## config.mk

```make
export PLATFORM = sky130hd
export DESIGN_NAME = seg_scan_receiver_flat
export DESIGN_NICKNAME = d
export VERILOG_FILES = /design/src/rtl/seg_pkg.sv /design/src/rtl/seg_scan_receiver_if.sv /design/src/rtl/seg_pattern_decode.sv /design/src/rtl/seg_scan_receiver.sv /design/src/flat_wrapper.sv
export SDC_FILE = /design/constraint.sdc
export NUM_CORES = 1
export LEC_CHECK = 0
export BUFFER_PORTS_ARGS = -buffer_cell sky130_fd_sc_hd__buf_2
export CAP_MARGIN = 20
export CORE_MARGIN = 4
export CORE_UTILIZATION = 35
export CTS_CLUSTER_SIZE = 14
export DETAILED_ROUTE_END_ITERATION = 16
export PLACE_DENSITY = 0.57
export SLEW_MARGIN = 10
export SYNTH_ARGS = -nofsm -noshare
export SYNTH_HDL_FRONTEND = slang
export SYNTH_HIERARCHICAL = 1
export SYNTH_SLANG_ARGS = --single-unit
export TNS_END_PERCENT = 30
```

## constraint.sdc

```tcl
create_clock -name clock -period 3.46 [get_ports clock]
set_clock_uncertainty 0.05 [all_clocks]
set_input_delay 0.692 -clock clock [delete_from_list [all_inputs] [get_ports clock]]
set_output_delay 0.692 -clock clock [all_outputs]
set_load 0.02 [all_outputs]
```

## src/rtl/seg_pkg.sv

```systemverilog
// seg_pkg: seven-segment pattern constants, blank code and receiver FSM states shared with the display driver
package seg_pkg;
  localparam logic [6:0] SEG_0     = 7'h3F;
  localparam logic [6:0] SEG_1     = 7'h06;
  localparam logic [6:0] SEG_2     = 7'h5B;
  localparam logic [6:0] SEG_3     = 7'h4F;
  localparam logic [6:0] SEG_4     = 7'h66;
  localparam logic [6:0] SEG_5     = 7'h6D;
  localparam logic [6:0] SEG_6     = 7'h7D;
  localparam logic [6:0] SEG_7     = 7'h07;
  localparam logic [6:0] SEG_8     = 7'h7F;
  localparam logic [6:0] SEG_9     = 7'h6F;
  localparam logic [6:0] SEG_BLANK = 7'h00;
  localparam logic [3:0] BLANK_CODE = 4'hF;
  typedef enum logic [1:0] {IDLE, SETTLE, HELD} state_t;
endpackage

```

## src/rtl/seg_scan_receiver_if.sv

```systemverilog
// seg_scan_receiver_if: scanned display lines plus decoded frame and error pulses
interface seg_scan_receiver_if #(parameter int DIGITS = 4);
  logic [6:0]          seg_n;
  logic [DIGITS-1:0]   dig_n;
  logic [4*DIGITS-1:0] digit_value;
  logic                frame_valid;
  logic                err_pattern;
  logic                err_select;
  logic                err_timeout;
  modport master (output seg_n, dig_n, input digit_value, frame_valid, err_pattern, err_select, err_timeout);
  modport slave  (input seg_n, dig_n, output digit_value, frame_valid, err_pattern, err_select, err_timeout);
endinterface

```

## src/rtl/seg_pattern_decode.sv

```systemverilog
// seg_pattern_decode: maps an active-high gfedcba pattern to its BCD code, blank, or invalid
module seg_pattern_decode
  import seg_pkg::*;
(
  input  logic [6:0] seg_i,
  output logic       valid_o,
  output logic [3:0] code_o
);
  // table lookup against the shared pattern constants
  always_comb begin
    valid_o = 1'b1;
    code_o  = BLANK_CODE;
    case (seg_i)
      SEG_0:     code_o = 4'd0;
      SEG_1:     code_o = 4'd1;
      SEG_2:     code_o = 4'd2;
      SEG_3:     code_o = 4'd3;
      SEG_4:     code_o = 4'd4;
      SEG_5:     code_o = 4'd5;
      SEG_6:     code_o = 4'd6;
      SEG_7:     code_o = 4'd7;
      SEG_8:     code_o = 4'd8;
      SEG_9:     code_o = 4'd9;
      SEG_BLANK: code_o = BLANK_CODE;
      default:   valid_o = 1'b0;
    endcase
  end
endmodule

```

## src/rtl/seg_scan_receiver.sv

```systemverilog
// seg_scan_receiver: settles scanned digit slots, decodes them into a frame; SEG_SCAN_TIMEOUT_EN adds a frame timeout
module seg_scan_receiver
  import seg_pkg::*;
#(
  parameter int DIGITS        = 4,
  parameter int STABLE_CYCLES = 16,
  parameter int TIMEOUT       = 262144
)(
  input logic clock,
  input logic reset,
  seg_scan_receiver_if.slave bus
);
  localparam int SW = DIGITS + 7;
  localparam int CW = $clog2(STABLE_CYCLES);
  localparam int IW = DIGITS > 1 ? $clog2(DIGITS) : 1;
  localparam logic [CW-1:0] CMAX = CW'(STABLE_CYCLES - 1);

  if (STABLE_CYCLES < 2 || TIMEOUT < 2) begin : g_bad_param
    $error("seg_scan_receiver: STABLE_CYCLES and TIMEOUT must be at least 2");
  end

  logic [SW-1:0]       sync1_q, sync2_q, prev_q;
  logic [CW-1:0]       cnt_q, cnt_d;
  state_t              state_q, state_d;
  logic [DIGITS-1:0]   sel, seen_q, seen_d, seen_set;
  logic [6:0]          pat;
  logic [3:0]          pat_code;
  logic [IW-1:0]       idx;
  logic [4*DIGITS-1:0] shadow_q, shadow_d, digit_q;
  logic changed, eval, sel_idle, sel_multi, sel_one, pat_valid, wr, complete, timeout_hit;
  logic fv_q, ep_q, es_q, et_q;

  assign sel       = ~sync2_q[SW-1:7];
  assign pat       = ~sync2_q[6:0];
  assign changed   = sync2_q != prev_q;
  assign sel_idle  = sel == '0;
  assign sel_multi = (sel & (sel - 1'b1)) != '0;
  assign sel_one   = !sel_idle && !sel_multi;
  assign cnt_d     = changed ? '0 : (cnt_q == CMAX ? cnt_q : cnt_q + 1'b1);

  seg_pattern_decode u_decode (.seg_i(pat), .valid_o(pat_valid), .code_o(pat_code));

  // index of the single active select line
  always_comb begin
    idx = '0;
    for (int i = 0; i < DIGITS; i++) if (sel[i]) idx = IW'(i);
  end

  // two-flop synchronizer, previous-sample register and stability counter
  always_ff @(posedge clock or negedge reset) begin
    if (!reset) begin
      sync1_q <= '1;
      sync2_q <= '1;
      prev_q  <= '1;
      cnt_q   <= '0;
    end else begin
      sync1_q <= {bus.dig_n, bus.seg_n};
      sync2_q <= sync1_q;
      prev_q  <= sync2_q;
      cnt_q   <= cnt_d;
    end
  end

  // FSM state register
  always_ff @(posedge clock or negedge reset) begin
    if (!reset) state_q <= IDLE;
    else        state_q <= state_d;
  end

  // FSM next state: a settled slot is evaluated once, then held until the sample moves
  always_comb begin
    state_d = state_q;
    case (state_q)
      IDLE:    state_d = changed ? SETTLE : IDLE;
      SETTLE:  state_d = eval ? (sel_idle ? IDLE : HELD) : SETTLE;
      HELD:    state_d = changed ? (sel_idle ? IDLE : SETTLE) : HELD;
      default: state_d = IDLE;
    endcase
  end

  // FSM output: single evaluation strobe when the counter saturates on an unchanged sample
  always_comb begin
    eval = state_q == SETTLE && !changed && cnt_q == CMAX;
  end

  // capture into the shadow frame and detect completion
  always_comb begin
    wr       = eval && sel_one && pat_valid;
    seen_set = seen_q | (wr ? sel : '0);
    complete = wr && &seen_set;
    shadow_d = shadow_q;
    if (wr) shadow_d[idx*4 +: 4] = pat_code;
    seen_d   = (complete || timeout_hit) ? '0 : seen_set;
  end

`ifdef SEG_SCAN_TIMEOUT_EN
  localparam int TW = $clog2(TIMEOUT);
  logic [TW-1:0] to_q;
  assign timeout_hit = to_q == TW'(TIMEOUT - 1);
  // frame timeout counter, restarted by each completed frame or by its own expiry
  always_ff @(posedge clock or negedge reset) begin
    if (!reset) to_q <= '0;
    else        to_q <= (complete || timeout_hit) ? '0 : to_q + 1'b1;
  end
`else
  assign timeout_hit = 1'b0;
`endif

  // frame registers and registered one-cycle pulses
  always_ff @(posedge clock or negedge reset) begin
    if (!reset) begin
      seen_q   <= '0;
      shadow_q <= '0;
      digit_q  <= '0;
      fv_q     <= 1'b0;
      ep_q     <= 1'b0;
      es_q     <= 1'b0;
      et_q     <= 1'b0;
    end else begin
      seen_q   <= seen_d;
      shadow_q <= shadow_d;
      if (complete) digit_q <= shadow_d;
      fv_q     <= complete;
      ep_q     <= eval && sel_one && !pat_valid;
      es_q     <= eval && sel_multi;
      et_q     <= timeout_hit;
    end
  end

  assign bus.digit_value = digit_q;
  assign bus.frame_valid = fv_q;
  assign bus.err_pattern = ep_q;
  assign bus.err_select  = es_q;
  assign bus.err_timeout = et_q;
endmodule

```

## src/flat_wrapper.sv

```systemverilog
// flat-port wrapper written by rule: the top's interface ports become plain ports
module seg_scan_receiver_flat import seg_pkg::*;
#(
  parameter int DIGITS        = 4,
  parameter int STABLE_CYCLES = 16,
  parameter int TIMEOUT       = 262144
)
  (clock, reset, bus_seg_n, bus_dig_n, bus_digit_value, bus_frame_valid, bus_err_pattern, bus_err_select, bus_err_timeout);
  seg_scan_receiver_if #(.DIGITS(DIGITS)) bus_i ();
  input logic clock;
  input logic reset;
  input wire logic [$bits(bus_i.seg_n)-1:0] bus_seg_n;
  input wire logic [$bits(bus_i.dig_n)-1:0] bus_dig_n;
  output wire logic [$bits(bus_i.digit_value)-1:0] bus_digit_value;
  output wire logic [$bits(bus_i.frame_valid)-1:0] bus_frame_valid;
  output wire logic [$bits(bus_i.err_pattern)-1:0] bus_err_pattern;
  output wire logic [$bits(bus_i.err_select)-1:0] bus_err_select;
  output wire logic [$bits(bus_i.err_timeout)-1:0] bus_err_timeout;
  assign bus_i.seg_n = bus_seg_n;
  assign bus_i.dig_n = bus_dig_n;
  assign bus_digit_value = bus_i.digit_value;
  assign bus_frame_valid = bus_i.frame_valid;
  assign bus_err_pattern = bus_i.err_pattern;
  assign bus_err_select = bus_i.err_select;
  assign bus_err_timeout = bus_i.err_timeout;
  seg_scan_receiver #(.DIGITS(DIGITS), .STABLE_CYCLES(STABLE_CYCLES), .TIMEOUT(TIMEOUT)) u_core (.clock(clock), .reset(reset), .bus(bus_i));
endmodule
```

==> flow_metrics.env, run 1 <==
export IMPL_cts_path_max_buffers=2
export IMPL_synth_edf_count=0
export IMPL_cts_setup_buffers=0
export IMPL_reg2reg_depth=9
export IMPL_antenna_found_initial=0
export IMPL_avgSynthCellArea_sq_um=12.6
export IMPL_cp_start_kind="register"
export IMPL_maxCapViolCount=0
export IMPL_cts_sinks=78
export IMPL_ys_ff_latch=78
export IMPL_path_max_fanout=16
export IMPL_rows=36
export IMPL_die_area_sq_mm=0.0117
export IMPL_p_per_area_mw_per_mm2=434
export IMPL_async_flop_share=1.00
export IMPL_slew_headroom=0.375
export IMPL_postRouteAntennaNets=0
export IMPL_drtPass1Iterations=4
export IMPL_fin_tns_setup_ps=0
export IMPL_min_path_type="reg -> reg"
export IMPL_yosysTopAreaCell="dfrtp_1"
export IMPL_die_h_um=108
export IMPL_synth_cell_type_count=45
export IMPL_setup_violations=0
export IMPL_ys_flop_type="dfrtp_1"
export IMPL_r2r_start="u_core/sync2_q[0]"
export IMPL_nFillCells=934
export IMPL_area_growth_pct=14.7
export IMPL_syn_num_nets=299
export IMPL_drtIter0Drc=97
export IMPL_worstPathRequired_ps=3630
export IMPL_first_global_vias=2117
export IMPL_grt_start_max_net_pins=79
export IMPL_synth_most_common_cell="mux2_2"
export IMPL_gr_total_overflow=0
export IMPL_die_w_um=108
export IMPL_antenna_cells=0
export IMPL_cts_tree="yes"
export IMPL_timing_rr_end="u_core/bus.digit_value[7]"
export IMPL_post_route_period_util=0.882
export IMPL_slew_violations=0
export IMPL_rsz0062_at_grt="false"
export IMPL_netlist_top_cells_count="48 x mux2_2, 45 x dfrtp_1, 33 x dfstp_2"
export IMPL_drt_total_wl_um=6190
export IMPL_htree_num_levels=3
export IMPL_critical_path_class="reg -> reg"
export IMPL_place_gp_congestion=0.817
export IMPL_clk_pin_slew_worst_paths_ps=80
export IMPL_synthTopCellsByArea="dfrtp_1 32%, dfstp_2 25%, mux2_2 15%"
export IMPL_core_sq_mm=0.00977
export IMPL_initial_utilization=0.360
export IMPL_holdPathStages=0
export IMPL_r2r_setup_slack_ps=410
export IMPL_grt_total_usage=0.115
export IMPL_hold_violations=0
export IMPL_fin_util=0.413
export IMPL_synth_top_area_share=0.320
export IMPL_drc_errors=0
export IMPL_io_pin_count=33
export IMPL_p_leak_nw=1.86
export IMPL_cp_end_kind="register"
export IMPL_hold_path_startpoint="u_core/sync1_q[7]"
export IMPL_drive_above_1_share=0.435
export IMPL_worst_slew_pin_slew_ps=938
export IMPL_max_freq_mhz=328
export IMPL_numPortBuffers=31
export IMPL_arrival_ps=3220
export IMPL_grt_pass1_wl_um=10500
export IMPL_routed_via_density=4.61
export IMPL_wire_per_inst_um=13.6
export IMPL_vdd_drop_max_mv=0.280
export IMPL_cts_resized=0
export IMPL_clock_latency_ps=340
export IMPL_hpwl_um=4280
export IMPL_seq_area_sq_mm=0.00199
export IMPL_root_buffer="clkbuf_8"
export IMPL_min_period_ps=3050
export IMPL_status="completed"
export IMPL_postCtsHoldBufs=0
export IMPL_netlist_area_sq_mm=0.00352
export IMPL_whs_endpoint="u_core/sync2_q[7]"
export IMPL_cts_buffers=9
export IMPL_synth_cells=280
export IMPL_finalNetCount=336
export IMPL_vias=2099
export IMPL_multi_input_area_sq_mm=0.00144
export IMPL_seq_area_frac_synth=0.566
export IMPL_yosys_warnings=6
[critical path, stage by stage (launching register included)]
cell and delay, ps:
dfstp_2 550, inv_1 120, or3b_1 390, a221oi_1 370, a211o_1 190, or3_1 320, nand3_1 140, nor3_2 170
buf_4 270, mux2_2 360
[how the worst max path moves through the flow]
stage / slack (ps) / from / cells after the start / end
floorplan: 660 / u_core/sync2_q[4] / 9 / u_core/shadow_q[0]
finish: 410 / u_core/sync2_q[0] / 9 / u_core/bus.digit_value[7]
global placement: 560 / u_core/sync2_q[4] / 9 / u_core/bus.digit_value[5]
CTS: 420 / u_core/sync2_q[0] / 9 / u_core/bus.digit_value[7]
global route: 260 / u_core/sync2_q[0] / 9 / u_core/bus.digit_value[7]
detailed placement: 440 / u_core/sync2_q[0] / 9 / u_core/bus.digit_value[5]
[metal layers]
metal	vias up	part of all wire	track usage
met3	6	0.038	0.0382
met5	-	0	0
met2	32	0.46	0.174
met4	0	0.013	0.0379
li1	1046	-	-
met1	1015	0.49	0.158
[metrics by stage]
step / instance area (sq um) / cells / hold WS [ps] / power (mW) / setup WS (ps)
CTS: 4040 / 455 / 306 / 1.79 / 415
floorplan: 3520 / 280 / 295 / 1.05 / 663
global placement: 3830 / 439 / 296 / 1.09 / 564
global route: 4040 / 455 / 307 / 1.84 / 261
detailed placement: 3830 / 439 / 297 / 1.09 / 438
finish: 4040 / 455 / 300 / 1.75 / 409
[where the power goes]
part / leakage, nW / total (mW) / switching, mW / internal [mW]
clock network: 0.107 / 0.678 / 0.312 / 0.366
registers: 0.971 / 0.962 / 0.0155 / 0.947
logic: 0.780 / 0.113 / 0.0672 / 0.0457
total: 1.86 / 1.75 / 0.394 / 1.36
[cells by family (layout without fill, tap and decap cells)]
group / Yosys count / count (layout) / share of synthesized area
AO/OA/AOI/OAI: 25 / 25 / 0.0451
buffers and inverters: 22 / 64 / 0.0259
adder cells (fa/ha/maj): 6 / 6 / 0.0213
flip-flops: 78 / 78 / 0.566
other: 1 / 1 / 0.00107
XOR/XNOR: 14 / 14 / 0.0348
AND/OR/NAND/NOR: 85 / 85 / 0.149
multiplexers: 49 / 49 / 0.156
[sequential cells by signal (all words and copies together) (netlist names), 2 cells and up]
register	cells
u_core/sync2_q	11
u_core/cnt_q	4
u_core/shadow_q	16
u_core/seen_q	4
u_core/prev_q	11
u_core/sync1_q	11
u_core/state_q	2
u_core/bus.digit_value	16
[final cells by class]
cell class / instances / share of cell area
Clock buffer: 14 / 0.0483
Tap cell: 133 / 0.0412
Timing Repair Buffer: 34 / 0.0446
Clock inverter: 2 / 0.00248
Inverter: 14 / 0.0130
Sequential cell: 78 / 0.493
Multi-Input combinational cell: 180 / 0.357
[layout by cell type, fill, tap and decap left out, types with 2 or more instances in the layout]
master,instances
buf_2,30
nand2b_1,3
a21oi_1,10
buf_4,4
nor3_2,4
o21ai_0,4
dfstp_2,33
inv_1,14
nor3_1,7
or3_1,2
clkbuf_1,2
or4b_1,3
and4b_1,2
nor2_1,11
nand2_1,7
mux2_2,48
clkbuf_16,2
ha_1,6
a31oi_1,2
xnor2_1,14
nand3_1,10
and2_1,16
clkinv_2,2
a211oi_1,2
nor4_1,3
nand4_1,2
nor2b_1,5
clkbuf_8,10
dfrtp_1,45
Power figures use the tool's default switching activity.
==> run 2, diff against run 1 <==
Settings changed: CTS_BUF_LIST from default to sky130_fd_sc_hd__clkbuf_8 sky130_fd_sc_hd__clkbuf_16.
==> flow_metrics.env, run 2 (synthesized netlist as in run 1, its figures left out) <==
export IMPL_nFillCells=934
export IMPL_grt_pass1_wl_um=10500
export IMPL_r2r_start="u_core/sync2_q[0]"
export IMPL_worstPathRequired_ps=3630
export IMPL_layout_common_cells="48 x mux2_2, 45 x dfrtp_1, 33 x dfstp_2"
export IMPL_pwr_share_clk=0.385
export IMPL_postRouteAntennaNets=0
export IMPL_power_share_switching=0.226
export IMPL_maxCapViolCount=0
export IMPL_wire_per_inst_um=13.6
export IMPL_cts_buffers=9
export IMPL_area_growth_pct=14.7
export IMPL_grt_start_max_net_pins=79
export IMPL_min_period_ps=3050
export IMPL_postCtsHoldBufs=0
export IMPL_drive_above_1_share=0.435
export IMPL_io_pin_count=33
export IMPL_reg2reg_depth=9
export IMPL_critical_path_class="reg -> reg"
export IMPL_vdd_drop_max_mv=0.280
export IMPL_p_per_area_mw_per_mm2=433
export IMPL_cts_sinks=78
export IMPL_root_buffer="clkbuf_8"
export IMPL_antenna_found_initial=0
export IMPL_drc_errors=0
export IMPL_min_path_type="reg -> reg"
export IMPL_cts_tree="yes"
export IMPL_core_sq_mm=0.00977
export IMPL_cp_endpoint="u_core/bus.digit_value[7]"
export IMPL_htree_num_levels=3
export IMPL_cts_path_max_buffers=2
export IMPL_hpwl_um=4280
export IMPL_drtPass1Iterations=4
export IMPL_slew_violations=0
export IMPL_fin_util=0.413
export IMPL_grt_total_usage=0.115
export IMPL_place_gp_congestion=0.817
export IMPL_cts_resized=0
export IMPL_max_freq_mhz=328
export IMPL_die_w_um=108
export IMPL_numPortBuffers=31
export IMPL_post_route_period_util=0.882
export IMPL_pwr_share_seq=0.551
export IMPL_cp_end_kind="register"
export IMPL_die_h_um=108
export IMPL_p_sw_uw=395
export IMPL_power_internal_mw=1.35
export IMPL_layout_commonest_cell="mux2_2"
export IMPL_cts_setup_buffers=0
export IMPL_antenna_cells=0
export IMPL_place_area_sq_mm=0.00383
export IMPL_vias=2100
export IMPL_routed_via_density=4.62
export IMPL_initial_utilization=0.360
export IMPL_setup_violations=0
export IMPL_worst_slew_pin_slew_ps=938
export IMPL_slew_headroom=0.375
export IMPL_worst_hold_slack_ps=301
export IMPL_gr_total_overflow=0
export IMPL_clock_latency_ps=340
export IMPL_stdcell_area_sq_mm=0.00404
export IMPL_timing_rr_end="u_core/bus.digit_value[7]"
export IMPL_drtIter0Drc=94
export IMPL_path_max_fanout=16
export IMPL_hold_violations=0
export IMPL_drt_total_wl_um=6190
export IMPL_first_global_vias=2117
export IMPL_rsz0062_at_grt="false"
export IMPL_finalNetCount=336
export IMPL_cp_start_kind="register"
export IMPL_pwr_share_comb=0.065
export IMPL_rows=36
export IMPL_r2r_setup_slack_ps=410
export IMPL_fin_tns_setup_ps=0
export IMPL_p_leak_nw=1.87
export IMPL_critical_path_startpoint="u_core/sync2_q[0]"
export IMPL_status="completed"
export IMPL_arrival_ps=3220
export IMPL_clk_pin_slew_worst_paths_ps=80
export IMPL_die_area_sq_mm=0.0117
[run 2: cell types whose count changed in the layout (fill, tap and decap cells not counted)]
cell,before,now
clkbuf_1,2,0
inv_1,14,16
[run 2: worst max-delay path: stages (launching register included)]
cell and delay, ps:
dfstp_2 550, inv_1 120, or3b_1 390, a221oi_1 370, a211o_1 190, or3_1 320
nand3_1 140, nor3_2 170, buf_4 270, mux2_2 360
[run 2: cell type report]
cell class,count,area (sq um),share of cell area
timing repair buffer,34,180,0.0446
clock inverter,4,17.5,0.00434
inverter,14,52.6,0.0130
clock buffer,12,188,0.0465
multi-input combinational,180,1440,0.357
tap,133,166,0.0412
sequential,78,1990,0.493
[run 2: worst min path at each step]
stage | from | to | slack [ps] | cells past startpoint
2_1_floorplan | u_core/sync1_q[0] | u_core/sync2_q[0] | 300 | 0
3_3_place_gp | u_core/sync1_q[10] | u_core/sync2_q[10] | 300 | 0
3_5_place_dp | u_core/sync1_q[4] | u_core/sync2_q[4] | 300 | 0
4_1_cts | u_core/sync1_q[7] | u_core/sync2_q[7] | 310 | 0
5_1_grt | u_core/sync1_q[7] | u_core/sync2_q[7] | 310 | 0
6_report | u_core/sync1_q[7] | u_core/sync2_q[7] | 300 | 0
[run 2: stage by stage]
stage / power (mW) / setup slack (ps) / std cells
4_1_cts: 1.78 / 415 / 455
3_5_place_dp: 1.09 / 438 / 439
3_3_place_gp: 1.09 / 564 / 439
5_1_grt: 1.84 / 261 / 455
6_report: 1.75 / 409 / 455
2_1_floorplan: 1.05 / 663 / 280
[run 2: per-layer routing]
| metal | wire, um | up-vias | track usage |
|---|---|---|---|
| met5 | 0 | - | 0 |
| met1 | 3040 | 1016 | 0.158 |
| met4 | 78 | 0 | 0.0379 |
| met3 | 233 | 6 | 0.0382 |
| met2 | 2840 | 32 | 0.174 |
| li1 | - | 1046 | - |
[run 2: power groups by stage]
| stage | clock network [mW] | registers, mW | logic (mW) |
|---|---|---|---|
| finish | 0.673 | 0.962 | 0.113 |
| floorplan | 0 | 0.972 | 0.0782 |
| CTS | 0.704 | 0.963 | 0.115 |
| detailed placement | 0 | 0.979 | 0.114 |
| global placement | 0 | 0.978 | 0.113 |
| global route | 0.743 | 0.966 | 0.128 |
==> run 3, diff against run 2 <==
Settings changed: HOLD_SLACK_MARGIN from default to 0.05, SYNTH_HIERARCHICAL 1 to default.
==> flow_metrics.env, run 3 <==
export IMPL_place_gp_congestion=0.816
export IMPL_postCtsHoldBufs=0
export IMPL_avgSynthCellArea_sq_um=11.6
export IMPL_initial_utilization=0.365
export IMPL_p_per_area_mw_per_mm2=401
export IMPL_dp_cells=485
export IMPL_hold_path_startpoint="u_core.sync1_q[10]"
export IMPL_io_pin_count=33
export IMPL_core_sq_mm=0.0105
export IMPL_antenna_cells=0
export IMPL_cts_resized=0
export IMPL_cp_slowest_cell="dfstp_2"
export IMPL_arrival_ps=3330
export IMPL_numPortBuffers=31
export IMPL_cts_buffers=9
export IMPL_die_area_sq_mm=0.0126
export IMPL_drc_errors=0
export IMPL_ys_ff_latch=78
export IMPL_drtPass1Iterations=4
export IMPL_slew_violations=0
export IMPL_critical_path_class="reg -> reg"
export IMPL_multi_input_area_sq_mm=0.00159
export IMPL_post_place_ws_ps=344
export IMPL_synthTopCellsByArea="dfrtp_1 29%, dfstp_2 23%, mux2i_1 6.6%"
export IMPL_slew_headroom=0.370
export IMPL_clock_latency_ps=360
export IMPL_cts_sinks=78
export IMPL_yosys_warnings=0
export IMPL_syn_num_nets=347
export IMPL_status="completed"
export IMPL_setup_ws_ps=314
export IMPL_routed_via_density=4.94
export IMPL_async_flop_share=1.00
export IMPL_antenna_found_initial=0
export IMPL_grt_pass1_wl_um=12900
export IMPL_netlist_top_cells_count="45 x dfrtp_1, 35 x inv_1, 33 x dfstp_2"
export IMPL_drive_above_1_share=0.310
export IMPL_hpwl_um=5180
export IMPL_yosysTopAreaCell="dfrtp_1"
export IMPL_setup_violations=0
export IMPL_die_w_um=112
export IMPL_synth_cells=328
export IMPL_cts_path_max_buffers=2
export IMPL_root_buffer="clkbuf_8"
export IMPL_hold_violations=0
export IMPL_netlist_area_sq_mm=0.00382
export IMPL_finalNetCount=379
export IMPL_layout_commonest_cell="dfrtp_1"
export IMPL_r2r_start="u_core.sync2_q[4]"
export IMPL_min_path_type="reg -> reg"
export IMPL_synth_edf_count=0
export IMPL_max_stage_delay_ps=680
export IMPL_synth_top_area_share=0.295
export IMPL_min_period_ps=3150
export IMPL_worst_hold_slack_ps=301
export IMPL_cts_tree="yes"
export IMPL_drt_total_wl_um=7520
export IMPL_cp_start_kind="register"
export IMPL_worst_slew_pin_slew_ps=945
export IMPL_gr_total_overflow=0
export IMPL_clk_pin_slew_worst_paths_ps=90
export IMPL_path_max_fanout=12
export IMPL_fin_tns_setup_ps=0
export IMPL_seq_area_frac_synth=0.522
export IMPL_ys_flop_type="dfrtp_1"
export IMPL_htree_num_levels=3
export IMPL_maxCapViolCount=0
export IMPL_rows=37
export IMPL_vias=2474
export IMPL_seq_area_sq_mm=0.00199
export IMPL_cts_setup_buffers=0
export IMPL_cp_num_buf_inv=1
export IMPL_vdd_drop_max_mv=0.200
export IMPL_layout_common_cells="45 x dfrtp_1, 36 x inv_1, 33 x dfstp_2"
export IMPL_grt_total_usage=0.127
export IMPL_p_leak_nw=1.80
export IMPL_nFillCells=1032
export IMPL_rsz0062_at_grt="false"
export IMPL_drtIter0Drc=109
export IMPL_max_freq_mhz=318
export IMPL_first_global_vias=2458
export IMPL_worstPathRequired_ps=3640
export IMPL_area_growth_pct=12.6
export IMPL_r2r_setup_slack_ps=310
export IMPL_synth_most_common_cell="dfrtp_1"
export IMPL_path_cells="or4bb_1, o22ai_2, nor3_4, a2111oi_4, buf_4, mux2_4"
export IMPL_die_h_um=112
export IMPL_critical_path_top_delay_family="compound AO/OA/AOI/OAI gates"
export IMPL_final_cells=501
export IMPL_cp_end_kind="register"
export IMPL_grt_start_max_net_pins=79
export IMPL_critical_path_startpoint="u_core.sync2_q[4]"
export IMPL_postRouteAntennaNets=0
export IMPL_post_route_period_util=0.909
export IMPL_wire_per_inst_um=15.0
export IMPL_synth_cell_type_count=56
## run 3: changes by cell type in the layout (fill, tap and decap cells not counted), moves of 5 or more
cell       before  now
a2111oi_4       0    6
buf_4           4    9
xnor2_1        14    2
nand2_1         7   28
a31oi_1         2    9
inv_1          16   36
and2_1         16    0
mux2_2         48    0
nor2_1         11   17
xor2_1          0   11
mux2i_1         1   25
mux2_4          0    8
## run 3: worst reg2reg max path, stage by stage, from the launching register on
cell and delay (ps):
dfstp_2 680, or4bb_1 600, o22ai_2 410, nor3_4 180, a2111oi_4 540, buf_4 260, mux2_4 310
## run 3: metrics by stage
stage	instance area [sq um]	power, mW	utilization
after detailed placement	4120	1.12	0.394
after floorplan	3820	1.07	-
after global routing	4300	1.80	0.411
final	4300	1.72	0.411
after CTS	4300	1.74	0.411
after global placement	4120	1.11	0.394
## run 3: power breakdown
group / switching [mW] / internal, mW
Combinational: 0.0809 / 0.0445
Sequential: 0.0268 / 0.947
Clock: 0.359 / 0.263
Total: 0.466 / 1.26
## run 3: worst paths after layout
check,to,cells past startpoint
worst max-delay path,u_core.bus.digit_value[13],6
worst min-delay path,u_core.sync2_q[10],0
worst max register to register,u_core.bus.digit_value[13],6
worst min register to register,u_core.sync2_q[10],0
max in group asynchronous,u_core.shadow_q[3],1
min in group asynchronous,u_core.bus.digit_value[4],1
## run 3: kinds of logic (layout without fill, tap and decap cells)
family | Yosys count | in the layout | synth area share
buffers and inverters | 54 | 91 | 0.0610
adders and majority gates | 6 | 6 | 0.0197
xor gates and xnor gates | 13 | 13 | 0.0298
muxes | 33 | 33 | 0.0970
AOI/OAI and AO/OA | 57 | 57 | 0.146
DFF | 78 | 78 | 0.522
and+or+nand+nor | 86 | 86 | 0.124
other | 1 | 1 | 0.000982
## run 3: metal layers
layer,global-route usage,vias to the layer above,wire (um)
met5,0,-,0
met4,0.0505,0,126
met3,0.0264,8,188
met2,0.186,43,3340
met1,0.184,1213,3870
li1,-,1210,-
## run 3: area by class of cell
cell class                 instances  share of cell area
timing repair buffer              40              0.0553
tap                              136              0.0396
clock inverter                     7              0.0114
inverter                          35              0.0306
sequential                        78               0.464
multi-input combinational        196               0.370
clock buffer                       9              0.0288
